===== src/rtl/memctl_stream_if.sv =====
// memctl_stream_if: bundles the frame-control strobes, the source ROM read port,
// the destination RAM write port and the status outputs of memctl_stream.
// The master modport is the controller side; the slave modport is the environment side.
interface memctl_stream_if #(
  parameter int DATA_WIDTH     = 32,
  parameter int ADDR_WIDTH     = 10,
  parameter int SRC_ADDR_WIDTH = 15
);
  logic                      START_I;
  logic                      ABORT_I;
  logic [SRC_ADDR_WIDTH-1:0] SRC_ADDR_O;
  logic                      SRC_EN_O;
  logic [DATA_WIDTH-1:0]     SRC_DATA_I;
  logic [ADDR_WIDTH-1:0]     ADDRESS_O;
  logic [DATA_WIDTH-1:0]     DATA_O;
  logic                      WE_O;
  logic                      EN_O;
  logic                      DONE_O;
  logic                      BANK_O;
  logic [15:0]               FRAME_CNT_O;

  modport master (
    input  START_I, ABORT_I, SRC_DATA_I,
    output SRC_ADDR_O, SRC_EN_O, ADDRESS_O, DATA_O, WE_O, EN_O, DONE_O,
           BANK_O, FRAME_CNT_O
  );

  modport slave (
    output START_I, ABORT_I, SRC_DATA_I,
    input  SRC_ADDR_O, SRC_EN_O, ADDRESS_O, DATA_O, WE_O, EN_O, DONE_O,
           BANK_O, FRAME_CNT_O
  );
endinterface


===== src/rtl/memctl_stream.sv =====
// memctl_stream: on START, copies one frame of NUM_CH*NUM_SAMPLE interleaved words
// from a synchronous source ROM into a sample RAM, laid out channel-major.
// The source pointer persists across frames; an abort rewinds it to the frame start.
// The ROM has one cycle of read latency and the write data is registered, so every
// write trails its read by two cycles.
// Optional ping-pong banking: define MEMCTL_STREAM_PINGPONG_EN to put BANK_O in the
// ADDRESS_O MSB and toggle it at each completed frame.
module memctl_stream #(
  parameter int DATA_WIDTH     = 32,
  parameter int ADDR_WIDTH     = 10,
  parameter int SRC_ADDR_WIDTH = 15,
  parameter int SRC_DEPTH      = 32768,
  parameter int NUM_SAMPLE     = 512,
  parameter int NUM_CH         = 2
) (
  input  logic           CLOCK_I,
  input  logic           RESET_I,
  memctl_stream_if.master bus
);

  localparam int N   = NUM_CH * NUM_SAMPLE;
  localparam int CW  = (N > 1) ? $clog2(N) : 1;
  localparam int CHW = (NUM_CH > 1) ? $clog2(NUM_CH) : 1;

  typedef enum logic [1:0] {IDLE, ISSUE, DRAIN} state_t;

  state_t                    state_q, state_d;
  logic [SRC_ADDR_WIDTH-1:0] ptr_q, ptr_d;
  logic [SRC_ADDR_WIDTH-1:0] base_q, base_d;
  logic [CW-1:0]             cnt_q, cnt_d;
  logic                      drn_q, drn_d;
  logic [CHW-1:0]            ch_q, ch_d;
  logic [ADDR_WIDTH-1:0]     idx_q, idx_d;
  logic [ADDR_WIDTH-1:0]     cbase_q, cbase_d;
  logic                      issue, flush, frame_done;
  logic [ADDR_WIDTH-1:0]     cur_addr;

  // Two-stage in-flight tracker: [0] = read issued last cycle, [1] = write now.
  logic [1:0]                   vld_pipe_q;
  logic [1:0][ADDR_WIDTH-1:0]   addr_pipe_q;
  logic [DATA_WIDTH-1:0]        data_q;
  logic [15:0]                  frame_cnt_q;

`ifdef MEMCTL_STREAM_PINGPONG_EN
  logic bank_q;
  // Bank bit replaces the address MSB; the frame fits in the lower half.
  assign cur_addr = {bank_q, cbase_q[ADDR_WIDTH-2:0] + idx_q[ADDR_WIDTH-2:0]};
  assign bus.BANK_O = bank_q;
`else
  assign cur_addr   = cbase_q + idx_q;
  assign bus.BANK_O = 1'b0;
`endif

  assign bus.SRC_EN_O    = (state_q == ISSUE);
  assign bus.SRC_ADDR_O  = ptr_q;
  assign bus.DONE_O      = (state_q == IDLE);
  assign bus.EN_O        = (state_q != IDLE);
  assign bus.WE_O        = vld_pipe_q[1];
  assign bus.ADDRESS_O   = addr_pipe_q[1];
  assign bus.DATA_O      = data_q;
  assign bus.FRAME_CNT_O = frame_cnt_q;

  // Next-state: frame sequencing, source pointer walk and de-interleave counters.
  always_comb begin
    state_d    = state_q;
    ptr_d      = ptr_q;
    base_d     = base_q;
    cnt_d      = cnt_q;
    drn_d      = drn_q;
    ch_d       = ch_q;
    idx_d      = idx_q;
    cbase_d    = cbase_q;
    issue      = 1'b0;
    flush      = 1'b0;
    frame_done = 1'b0;
    case (state_q)
      IDLE: begin
        if (bus.START_I && !bus.ABORT_I) begin
          state_d = ISSUE;
          base_d  = ptr_q;
          cnt_d   = '0;
          ch_d    = '0;
          idx_d   = '0;
          cbase_d = '0;
        end
      end
      ISSUE: begin
        if (bus.ABORT_I) begin
          state_d = IDLE;
          ptr_d   = base_q;
          flush   = 1'b1;
        end else begin
          issue = 1'b1;
          ptr_d = (ptr_q == SRC_ADDR_WIDTH'(SRC_DEPTH - 1)) ? '0
                                                           : ptr_q + SRC_ADDR_WIDTH'(1);
          cnt_d = cnt_q + CW'(1);
          // Channel steps fastest; on wrap the sample index advances and the
          // running channel base returns to zero (no multiply needed).
          if (ch_q == CHW'(NUM_CH - 1)) begin
            ch_d    = '0;
            cbase_d = '0;
            idx_d   = idx_q + ADDR_WIDTH'(1);
          end else begin
            ch_d    = ch_q + CHW'(1);
            cbase_d = cbase_q + ADDR_WIDTH'(NUM_SAMPLE);
          end
          if (cnt_q == CW'(N - 1)) begin
            state_d = DRAIN;
            drn_d   = 1'b0;
          end
        end
      end
      DRAIN: begin
        if (bus.ABORT_I) begin
          state_d = IDLE;
          ptr_d   = base_q;
          flush   = 1'b1;
        end else if (drn_q) begin
          state_d    = IDLE;
          frame_done = 1'b1;
        end else begin
          drn_d = 1'b1;
        end
      end
      default: state_d = IDLE;
    endcase
  end

  // State, counters, write pipeline and frame bookkeeping.
  always_ff @(posedge CLOCK_I) begin
    if (RESET_I) begin
      state_q     <= IDLE;
      ptr_q       <= '0;
      base_q      <= '0;
      cnt_q       <= '0;
      drn_q       <= 1'b0;
      ch_q        <= '0;
      idx_q       <= '0;
      cbase_q     <= '0;
      vld_pipe_q  <= '0;
      addr_pipe_q <= '0;
      data_q      <= '0;
      frame_cnt_q <= '0;
`ifdef MEMCTL_STREAM_PINGPONG_EN
      bank_q      <= 1'b0;
`endif
    end else begin
      state_q        <= state_d;
      ptr_q          <= ptr_d;
      base_q         <= base_d;
      cnt_q          <= cnt_d;
      drn_q          <= drn_d;
      ch_q           <= ch_d;
      idx_q          <= idx_d;
      cbase_q        <= cbase_d;
      vld_pipe_q[0]  <= issue;
      vld_pipe_q[1]  <= vld_pipe_q[0] & ~flush;
      addr_pipe_q[0] <= cur_addr;
      addr_pipe_q[1] <= addr_pipe_q[0];
      if (vld_pipe_q[0])
        data_q <= bus.SRC_DATA_I;
      if (frame_done)
        frame_cnt_q <= frame_cnt_q + 16'd1;
`ifdef MEMCTL_STREAM_PINGPONG_EN
      if (frame_done)
        bank_q <= ~bank_q;
`endif
    end
  end

endmodule


===== src/flat_wrapper.sv =====
// flat-port wrapper written by rule: the top's interface ports become plain ports
module memctl_stream_flat 
#(
  parameter int DATA_WIDTH     = 32,
  parameter int ADDR_WIDTH     = 10,
  parameter int SRC_ADDR_WIDTH = 15,
  parameter int SRC_DEPTH      = 32768,
  parameter int NUM_SAMPLE     = 512,
  parameter int NUM_CH         = 2
)
  (CLOCK_I, RESET_I, bus_START_I, bus_ABORT_I, bus_SRC_DATA_I, bus_SRC_ADDR_O, bus_SRC_EN_O, bus_ADDRESS_O, bus_DATA_O, bus_WE_O, bus_EN_O, bus_DONE_O, bus_BANK_O, bus_FRAME_CNT_O);
  memctl_stream_if #(.DATA_WIDTH(DATA_WIDTH), .ADDR_WIDTH(ADDR_WIDTH), .SRC_ADDR_WIDTH(SRC_ADDR_WIDTH)) bus_i ();
  input  logic CLOCK_I;
  input  logic RESET_I;
  input wire logic [$bits(bus_i.START_I)-1:0] bus_START_I;
  input wire logic [$bits(bus_i.ABORT_I)-1:0] bus_ABORT_I;
  input wire logic [$bits(bus_i.SRC_DATA_I)-1:0] bus_SRC_DATA_I;
  output wire logic [$bits(bus_i.SRC_ADDR_O)-1:0] bus_SRC_ADDR_O;
  output wire logic [$bits(bus_i.SRC_EN_O)-1:0] bus_SRC_EN_O;
  output wire logic [$bits(bus_i.ADDRESS_O)-1:0] bus_ADDRESS_O;
  output wire logic [$bits(bus_i.DATA_O)-1:0] bus_DATA_O;
  output wire logic [$bits(bus_i.WE_O)-1:0] bus_WE_O;
  output wire logic [$bits(bus_i.EN_O)-1:0] bus_EN_O;
  output wire logic [$bits(bus_i.DONE_O)-1:0] bus_DONE_O;
  output wire logic [$bits(bus_i.BANK_O)-1:0] bus_BANK_O;
  output wire logic [$bits(bus_i.FRAME_CNT_O)-1:0] bus_FRAME_CNT_O;
  assign bus_i.START_I = bus_START_I;
  assign bus_i.ABORT_I = bus_ABORT_I;
  assign bus_i.SRC_DATA_I = bus_SRC_DATA_I;
  assign bus_SRC_ADDR_O = bus_i.SRC_ADDR_O;
  assign bus_SRC_EN_O = bus_i.SRC_EN_O;
  assign bus_ADDRESS_O = bus_i.ADDRESS_O;
  assign bus_DATA_O = bus_i.DATA_O;
  assign bus_WE_O = bus_i.WE_O;
  assign bus_EN_O = bus_i.EN_O;
  assign bus_DONE_O = bus_i.DONE_O;
  assign bus_BANK_O = bus_i.BANK_O;
  assign bus_FRAME_CNT_O = bus_i.FRAME_CNT_O;
  memctl_stream #(.DATA_WIDTH(DATA_WIDTH), .ADDR_WIDTH(ADDR_WIDTH), .SRC_ADDR_WIDTH(SRC_ADDR_WIDTH), .SRC_DEPTH(SRC_DEPTH), .NUM_SAMPLE(NUM_SAMPLE), .NUM_CH(NUM_CH)) u_core (.CLOCK_I(CLOCK_I), .RESET_I(RESET_I), .bus(bus_i));
endmodule

===== config.mk =====
export PLATFORM = sky130hd
export DESIGN_NAME = memctl_stream_flat
export DESIGN_NICKNAME = d
export VERILOG_FILES = /design/src/rtl/memctl_stream_if.sv /design/src/rtl/memctl_stream.sv /design/src/flat_wrapper.sv
export SDC_FILE = /design/constraint.sdc
export NUM_CORES = 1
export LEC_CHECK = 0
export ABC_AREA = 1
export CAP_MARGIN = 20
export CELL_PAD_IN_SITES_DETAIL_PLACEMENT = 0
export CELL_PAD_IN_SITES_GLOBAL_PLACEMENT = 1
export CORE_UTILIZATION = 33
export DETAILED_ROUTE_END_ITERATION = 10
export PLACE_DENSITY = 0.77
export SLEW_MARGIN = 20
export SYNTH_ARGS = -nofsm -noshare
export SYNTH_HDL_FRONTEND = slang
export SYNTH_SLANG_ARGS = --single-unit

===== constraint.sdc =====
create_clock -name CLOCK_I -period 1.77 [get_ports CLOCK_I]
set_clock_uncertainty 0.2 [all_clocks]
set_input_delay 0.354 -clock CLOCK_I [delete_from_list [all_inputs] [get_ports CLOCK_I]]
set_output_delay 0.354 -clock CLOCK_I [all_outputs]
set_load 0.01 [all_outputs]

Word level (Yosys, flattened, before mapping). Cells that the tools add are included.

Bits in registers: 134. Bits of input ports: 36. Output and inout bits: 78. Word-level logic and storage cells: 83.

Add/subtract/negate cells: 7. Eq/ne operators: 12. Muxes and demuxes: 33. Bitwise gates (word level): 3. Reductions and logical operators: 14.

Operators by type and width (number): $mux W10 (6); $pmux W10 S2 (3); $mux W15 (3); $pmux W15 S2 (1); $add A10 B1 Y10 const B (2); $add A16 B1 Y16 const B (1); $add A15 B1 Y15 const B (1); $eq A15 B15 Y1 const B (1); $mux W1 (12); $add A10 B10 Y10 (1); $add A10 B10 Y10 const B (1); $eq A10 B10 Y1 const B (1); $mux W2 (5); $reduce_and A4 Y1 (2); $ne A2 B1 Y1 const B (3); $ne A2 B2 Y1 const B (3); $ne A3 B2 Y1 const B (2); $pmux W2 S3 (1); $reduce_and A3 Y1 (2); $reduce_bool A2 Y1 (3); $pmux W1 S2 (2); $reduce_and A2 Y1 (2); $reduce_or A2 Y1 (2); $eq A2 B1 Y1 const B (1); other kinds (7) (8).

Longest topological paths before layout. Gate-level depths: netlist of the first run.

Word-level depth: 5. Depth in mapped cells: 10.

Least setup slack after synthesis of the first run. No wires, ideal clock.

Path kind: reg2reg. Start point: register u_core.state_q[1]. End point: register u_core.cnt_q[8]. Data arrival time: 1.471 ns. Required time: 1.436 ns. Setup slack: -0.034 ns. Cell stages (with the launch flop): 9. Buffers on the path: 2. Clock period less this slack: 1.804 ns. Cells stage by stage: dfxtp_1 > inv_1 > ha_1 > buf_2 > o21ai_0 > nand2_1 > buf_4 > nor3_1 > nor3_1.

Cells in the longest elaborated chain, start to end: 3.

RTL lines: start: declaration (line memctl_stream.sv:27) `state_t state_q, state_d;`; start signal: assignment (line memctl_stream.sv:148) `state_q <= state_d;`; $eq A2 B1 Y1 *; net bus_SRC_EN_O (line flat_wrapper.sv:19) `output wire logic [$bits(bus_i.SRC_EN_O)-1:0] bus_SRC_EN_O;`; $ne A2 B2 Y1 (no source line) / $reduce_bool A2 Y1 (equally long branches); $reduce_and A3 Y1 (no source line); end signal: assignment (line memctl_stream.sv:151) `cnt_q <= cnt_d;`; end: declaration (line memctl_stream.sv:30) `logic [CW-1:0] cnt_q, cnt_d;`.

The timed path passes the listed nets; every way through them passes the cells marked *. A chain may end at the register's enable or synchronous reset.

Final worst setup path of the first run.
Start point: register u_core.state_q[0]. End point: output bus_SRC_EN_O.

Cells in the longest elaborated chain, start to end: 1.

RTL lines: $eq A2 B1 Y1 (line memctl_stream.sv:54) `assign bus.SRC_EN_O = (state_q == ISSUE);`; end: declaration (line flat_wrapper.sv:19).

No other way between the ends.

==> results of run 1 <==
## power groups by stage
stage | sequential [uW] | clock (uW) | combinational, uW
floorplan | 3550 | 0 | 1460
global placement | 3480 | 0 | 2990
detailed placement | 3480 | 0 | 3000
CTS | 3440 | 3700 | 3370
global route | 3500 | 3850 | 4110
finish | 3460 | 3620 | 3760
## worst max-delay path by stage
stage / to
finish: bus_SRC_EN_O
global route: u_core.idx_q[9]
CTS: bus_SRC_EN_O
detailed placement: u_core.bus.FRAME_CNT_O[14]
global placement: u_core.bus.FRAME_CNT_O[14]
floorplan: u_core.idx_q[3]
## flip-flops by register name, summed over array words and instances (netlist names)
name / cells
u_core.bus.SRC_ADDR_O: 15
u_core.bus.FRAME_CNT_O: 16
u_core.base_q: 15
u_core.cnt_q: 10
u_core.vld_pipe_q: 2
u_core.addr_pipe_q: 10
u_core.idx_q: 10
u_core.bus.DATA_O: 32
u_core.cbase_q: 1
u_core.bus.ADDRESS_O: 10
u_core.state_q: 2
u_core.drn_q: 1
u_core.ch_q: 1
## worst max-delay path, cell delays in order (launching register included)
cell	delay [ns]
dfxtp_2	0.34
buf_6	0.12
ha_4	0.16
buf_6	0.12
buf_6	0.11
## placed cells by master (no fill, tap or decap), types with 3 or more instances in the layout
cell type        synthesis  final
nor2_1                 147    136
nand2_1                126    116
dfxtp_1                125    111
inv_1                   87     81
dlygate4sd2_1            0     74
o21ai_0                 84     64
a21oi_1                 72     63
buf_4                   14     50
clkdlybuf4s50_1          0     34
nand4_1                 23     23
nand3_1                 24     23
buf_6                    1     19
clkbuf_16                0     17
dfxtp_2                  0     14
o21ai_2                  1     12
nand2_2                  0      9
a21oi_2                  0      9
nor3_1                   9      9
nor2_4                   1      7
o21ai_1                  0      7
inv_6                    0      7
inv_2                    2      5
nor2_2                   0      5
xor2_1                   5      5
xnor2_1                  5      5
inv_4                    0      3
a211oi_1                 3      3
ha_4                     0      3
bufinv_16                0      3
## area by class of cell
| cell class | count | area, um^2 | share of cell area |
|---|---|---|---|
| sequential | 125 | 2520 | 0.3137 |
| inverter | 89 | 341.6 | 0.04252 |
| tap | 216 | 270.3 | 0.03364 |
| clock buffer | 18 | 429.2 | 0.05343 |
| timing repair buffer | 180 | 1618 | 0.2014 |
| clock inverter | 14 | 181.4 | 0.02259 |
| multi-input combinational | 517 | 2673 | 0.3327 |
## repair_timing
action,4_1_cts,5_1_grt
cloned,1,0
endpoints found under the setup margin,119,44
pin swaps,10,19
buffers inserted,6,6
endpoints found under the hold margin,0,0
resized for setup,151,63
hold buffers,0,0
## per-stage QoR
step,hold WS [ns],power [uW]
floorplan,0.1883,5010
global placement,0.1919,6474
detailed placement,0.1916,6478
CTS,0.05417,10500
global route,0.09555,11470
finish,0.06629,10840
## routing by layer
metal / share of wire / vias up
li1: - / 2793
met1: 0.47 / 2398
met2: 0.46 / 114
met3: 0.052 / 20
met4: 0.013 / 0
met5: 0 / -
## cell families after synthesis
family                     share of synthesized area
DFF                                           0.4570
buffers and inverters                         0.1015
xor gates and xnor gates                     0.01600
other                                      0.0006849
and+or+nand+nor                               0.2530
adders and majority gates                    0.01600
AOI/OAI and AO/OA                             0.1558
==> impl_metrics.json, run 1 <==
{
  "status": "complete, but fails checks",
  "failed_checks": "setup timing",
  "power.switching_uw": 3632,
  "drive_gt1_frac": 0.1919,
  "p_leak_uw": 0.003554,
  "period_minus_slack_ns": 1.811,
  "swShare": 0.3352,
  "pre_cts_ws_ns": -0.3354,
  "placed_area_mm2": 0.007068,
  "vdd_drop_max_mv": 0.6695,
  "rsz0062_at_grt": "yes",
  "start_util": 0.3410,
  "detail_route.iter0.violations": 301,
  "overflow": 0,
  "r2r_cells": 11,
  "synth_common_cells": "nor2_1 (147), nand2_1 (126), dfxtp_1 (125)",
  "clockRootBuffer": "clkbuf_16",
  "synth_most_common_cell": "nor2_1",
  "clkPwrFrac": 0.334,
  "grt_pass1_vias": 4822,
  "ant_nets": 0,
  "grt_util_met3": 0.05212,
  "grt_usage": 0.1704,
  "cts_sinks": 125,
  "synth.distinct_cells": 30,
  "fin_area_mm2": 0.008033,
  "synth.area.top_cells": "dfxtp_1 (46%), nor2_1 (10%), nand2_1 (8.6%)",
  "fin_setup_tns_ns": -0.1152,
  "holdPathEnd": "u_core.state_q[0]",
  "rr_startpoint": "u_core.state_q[0]",
  "io_pins": 114,
  "crit_fanout": 2,
  "die_area_mm2": 0.01711,
  "hold_path.class": "in -> reg",
  "synth_edf_count": 0,
  "hold_viol": 0,
  "route.detailed.drc": 0,
  "ys_ff_latch": 125,
  "maxCapViolCount": 0,
  "layout.cells.non_filler": 1159,
  "syn_inst": 773,
  "grt_max_degree": 42,
  "critical_path_class": "reg -> out",
  "die_w_um": 130.8,
  "firstDrtPassIters": 4,
  "fin_crit_sh": 1.023,
  "p_comb_frac": 0.347,
  "diodes": 0,
  "hold_path_depth": 4,
  "globalplace.congestion": 0.7978,
  "gr-usage-met1": 0.2191,
  "cts_tree": "yes",
  "crit_start": "u_core.state_q[0]",
  "powerDensity_mw_per_mm2": 1349,
  "hp-start": "RESET_I",
  "io_buffers": 112,
  "fin_ws_ns": -0.04065,
  "design.core.area_mm2": 0.01606,
  "fillCellCount": 1619,
  "clkTransAtPathRegs_ns": 0.06,
  "max_freq_mhz": 552.3,
  "ys_async_sr_fraction": 0,
  "yosysTopAreaCellShare": 0.4570,
  "endpoint_kind": "output pin",
  "synth_nets": 816,
  "synth_ff_type": "dfxtp_1",
  "syn2layout_area_growth_pct": 46.71,
  "netlist_area_mm2": 0.005475,
  "arrival_ns": 1.26,
  "final_util": 0.5002,
  "rows": 46,
  "intPower_uw": 7203,
  "yosysWarnings": 0,
  "start_kind": "flop",
  "cp.required_ns": 1.22,
  "ys_seq_area_frac": 0.4570,
  "drv_slew": 0,
  "dp_hpwl_um": 9613,
  "setup_viol": 7,
  "wl_um": 14280,
  "fp.dieH_um": 130.8,
  "grt_util_met2": 0.2667,
  "vias": 5325,
  "rrSetupSlack_ns": -0.02,
  "fin_nets": 973,
  "cts_buffers": 17,
  "wl_per_cell_um": 12.32,
  "grt_first_pass_wirelength_um": 22790,
  "drt-vias-per-instance": 4.594,
  "synth_area_per_cell_um2": 7.083,
  "dp_cells": 1114,
  "clk_latency_ns": 0.42,
  "grt.busiest_layer": "met2",
  "antenna_found_initial": 0,
  "cts_buffer_depth": 2,
  "cts_htree_levels": 4,
  "synth_top_area_cell": "dfxtp_1",
  "r2r-end": "u_core.bus.SRC_ADDR_O[12]",
  "seqPwrFrac": 0.319
}
No activity file was read; power rests on OpenSTA's default activity.
==> inputs of run 2 (changes only) <==
--- a/config.mk
+++ b/config.mk
@@ -6,7 +6,7 @@
 export NUM_CORES = 1
 export LEC_CHECK = 0
 export ABC_AREA = 1
-export CAP_MARGIN = 20
+export CAP_MARGIN = 40
 export CELL_PAD_IN_SITES_DETAIL_PLACEMENT = 0
 export CELL_PAD_IN_SITES_GLOBAL_PLACEMENT = 1
 export CORE_UTILIZATION = 33
==> constraint.sdc (replaced) <==
create_clock -name CLOCK_I -period 1.77 [get_ports CLOCK_I]
set_clock_uncertainty 0.2 [all_clocks]
set_input_delay 0.177 -clock CLOCK_I [delete_from_list [all_inputs] [get_ports CLOCK_I]]
set_output_delay 0.177 -clock CLOCK_I [all_outputs]
set_load 0.01 [all_outputs]
==> run 2 against run 1 <==
Net effect:
- the run now ends clean
- power decreased by 4.0%
- sequential power is essentially flat
- via count is 2.3% lower
- critical endpoint is now bus_FRAME_CNT_O[8]
- critical path depth decreased by 3
- sequential cell count stayed put
- sequential share of layout area is 0.61 points higher
- first-iteration DRC count is 32% lower
- fmax up 4.4%
- combinational power is 11% lower
- hold slack improved by 0.072 ns
- worst setup slack better by 0.076 ns
- cell count decreased by 0.69%
==> impl_metrics.json, run 2 (synthesized netlist as in run 1, its figures left out) <==
{
  "period_minus_slack_ns": 1.735,
  "overflow": 0,
  "drive_gt1_frac": 0.1444,
  "powerDensity_mw_per_mm2": 1321,
  "critical-path-slowest-cell": "clkdlybuf4s50_1",
  "arrival_ns": 1.36,
  "die_area_mm2": 0.01711,
  "path_cells": "clkdlybuf4s50_1",
  "fin_nets": 965,
  "grt_first_pass_wirelength_um": 23380,
  "cp.depth": 1,
  "io_pins": 114,
  "globalplace.congestion": 0.7945,
  "grt_max_degree": 53,
  "fin_ws_ns": 0.03540,
  "dp_hpwl_um": 9617,
  "placed_area_mm2": 0.007083,
  "firstDrtPassIters": 4,
  "clkTransAtPathRegs_ns": 0.06,
  "r2r_cells": 9,
  "cp.required_ns": 1.39,
  "status": "completed",
  "path_delay_family": "buffers and inverters",
  "antenna_found_initial": 0,
  "final_common_cell": "nor2_1",
  "critical_path_class": "reg -> out",
  "cts_htree_levels": 4,
  "maxCapViolCount": 0,
  "ant_nets": 0,
  "start_kind": "flop",
  "cts_buffers": 17,
  "largest_reg_flops": 32,
  "layout_common_cells": "nor2_1 (139), nand2_1 (123), dfxtp_1 (117)",
  "gr-usage-met1": 0.2190,
  "cts_sinks": 125,
  "crit_fanout": 4,
  "endpoint_kind": "output pin",
  "drv_slew": 0,
  "grt_pass1_vias": 4973,
  "hold_viol": 0,
  "diodes": 0,
  "rows": 46,
  "die_w_um": 130.8,
  "fin_crit_sh": 0.9800,
  "io_buffers": 112,
  "syn2layout_area_growth_pct": 43.76,
  "wl_per_cell_um": 12.29,
  "drt-vias-per-instance": 4.522,
  "detail_route.iter0.violations": 205,
  "p_leak_uw": 0.003321,
  "fin_setup_tns_ns": 0,
  "clockRootBuffer": "clkbuf_16",
  "max_freq_mhz": 576.5,
  "design.core.area_mm2": 0.01606,
  "clk_latency_ns": 0.42,
  "route.detailed.drc": 0,
  "hold_path.class": "in -> reg",
  "fin_area_mm2": 0.007871,
  "grt_util_met2": 0.2789,
  "fillCellCount": 1581,
  "pre_cts_ws_ns": -0.1472,
  "dp_cells": 1116,
  "rsz0062_at_grt": "yes",
  "final_util": 0.4902,
  "path_buf_inv": 1,
  "cts_buffer_depth": 2,
  "vias": 5205,
  "vdd_drop_max_mv": 0.8657,
  "layout.cells.non_filler": 1151,
  "max_stage_delay_ns": 0.57,
  "hold_path_depth": 3,
  "grt.busiest_layer": "met2",
  "setup_viol": 0,
  "cts_tree": "yes",
  "grt_util_met3": 0.05822,
  "grt_usage": 0.1749,
  "fp.dieH_um": 130.8,
  "wl_um": 14150,
  "start_util": 0.3410
}
## run 2: final cells by class
type / count / area [um^2] / share of cell area
Tap cell: 216 / 270.3 / 0.03433
Timing Repair Buffer: 172 / 1593 / 0.2024
Sequential cell: 125 / 2517 / 0.3198
Clock inverter: 10 / 136.4 / 0.01733
Multi-Input combinational cell: 517 / 2531 / 0.3216
Clock buffer: 22 / 484.2 / 0.06152
Inverter: 89 / 339.1 / 0.04308
## run 2: per-layer routing
metal | share of wire | up-vias
met3 | 0.054 | 15
met4 | 0.013 | 0
met2 | 0.46 | 101
met1 | 0.47 | 2316
li1 | - | 2773
met5 | 0 | -
## run 2: worst reg2reg max path, stage by stage (launching register included)
cell     delay [ns]
dfxtp_4        0.38
inv_4          0.05
ha_4           0.16
buf_6          0.13
buf_6          0.12
o21ai_4        0.15
inv_2          0.07
buf_6          0.13
o21ai_0        0.14
nor2_1         0.06
## run 2: stage by stage
step,hold slack (ns),total power [uW]
after floorplan,0.1119,5010
after global placement,0.1893,6515
after detailed placement,0.1916,6519
after CTS,0.1208,10300
after global routing,0.1505,11000
final,0.1384,10400
## run 2: worst paths after layout
path | startpoint | to | slack [ns]
min reg2reg | u_core.addr_pipe_q[0] | u_core.bus.ADDRESS_O[0] | 0.20
max | u_core.bus.FRAME_CNT_O[8] | bus_FRAME_CNT_O[8] | 0.04
min | bus_SRC_DATA_I[26] | u_core.bus.DATA_O[26] | 0.14
max reg2reg | u_core.state_q[1] | u_core.bus.SRC_ADDR_O[9] | 0.06
## run 2: repair_timing
item | CTS | global route
resized for setup | 49 | 47
setup endpoints to repair | 43 | 51
pin swaps | 4 | 9
hold buffers | 1 | 0
hold endpoints to repair | 5 | 0
setup buffers | 1 | 1
## run 2: power by group
group / internal [uW] / leakage, uW / switching [uW]
sequential: 3190 / 0.00102 / 238
clock: 2360 / 0.000298 / 1280
combinational: 1530 / 0.00200 / 1810
total: 7070 / 0.00332 / 3330
==> inputs of run 3 (changes only) <==
--- a/config.mk
+++ b/config.mk
@@ -10,6 +10,7 @@
 export CELL_PAD_IN_SITES_DETAIL_PLACEMENT = 0
 export CELL_PAD_IN_SITES_GLOBAL_PLACEMENT = 1
 export CORE_UTILIZATION = 33
+export CTS_CLUSTER_SIZE = 25
 export DETAILED_ROUTE_END_ITERATION = 10
 export PLACE_DENSITY = 0.77
 export SLEW_MARGIN = 20
==> results of run 3 <==
Same layout as run 2: the final DEF is identical, and so are final timing and power.
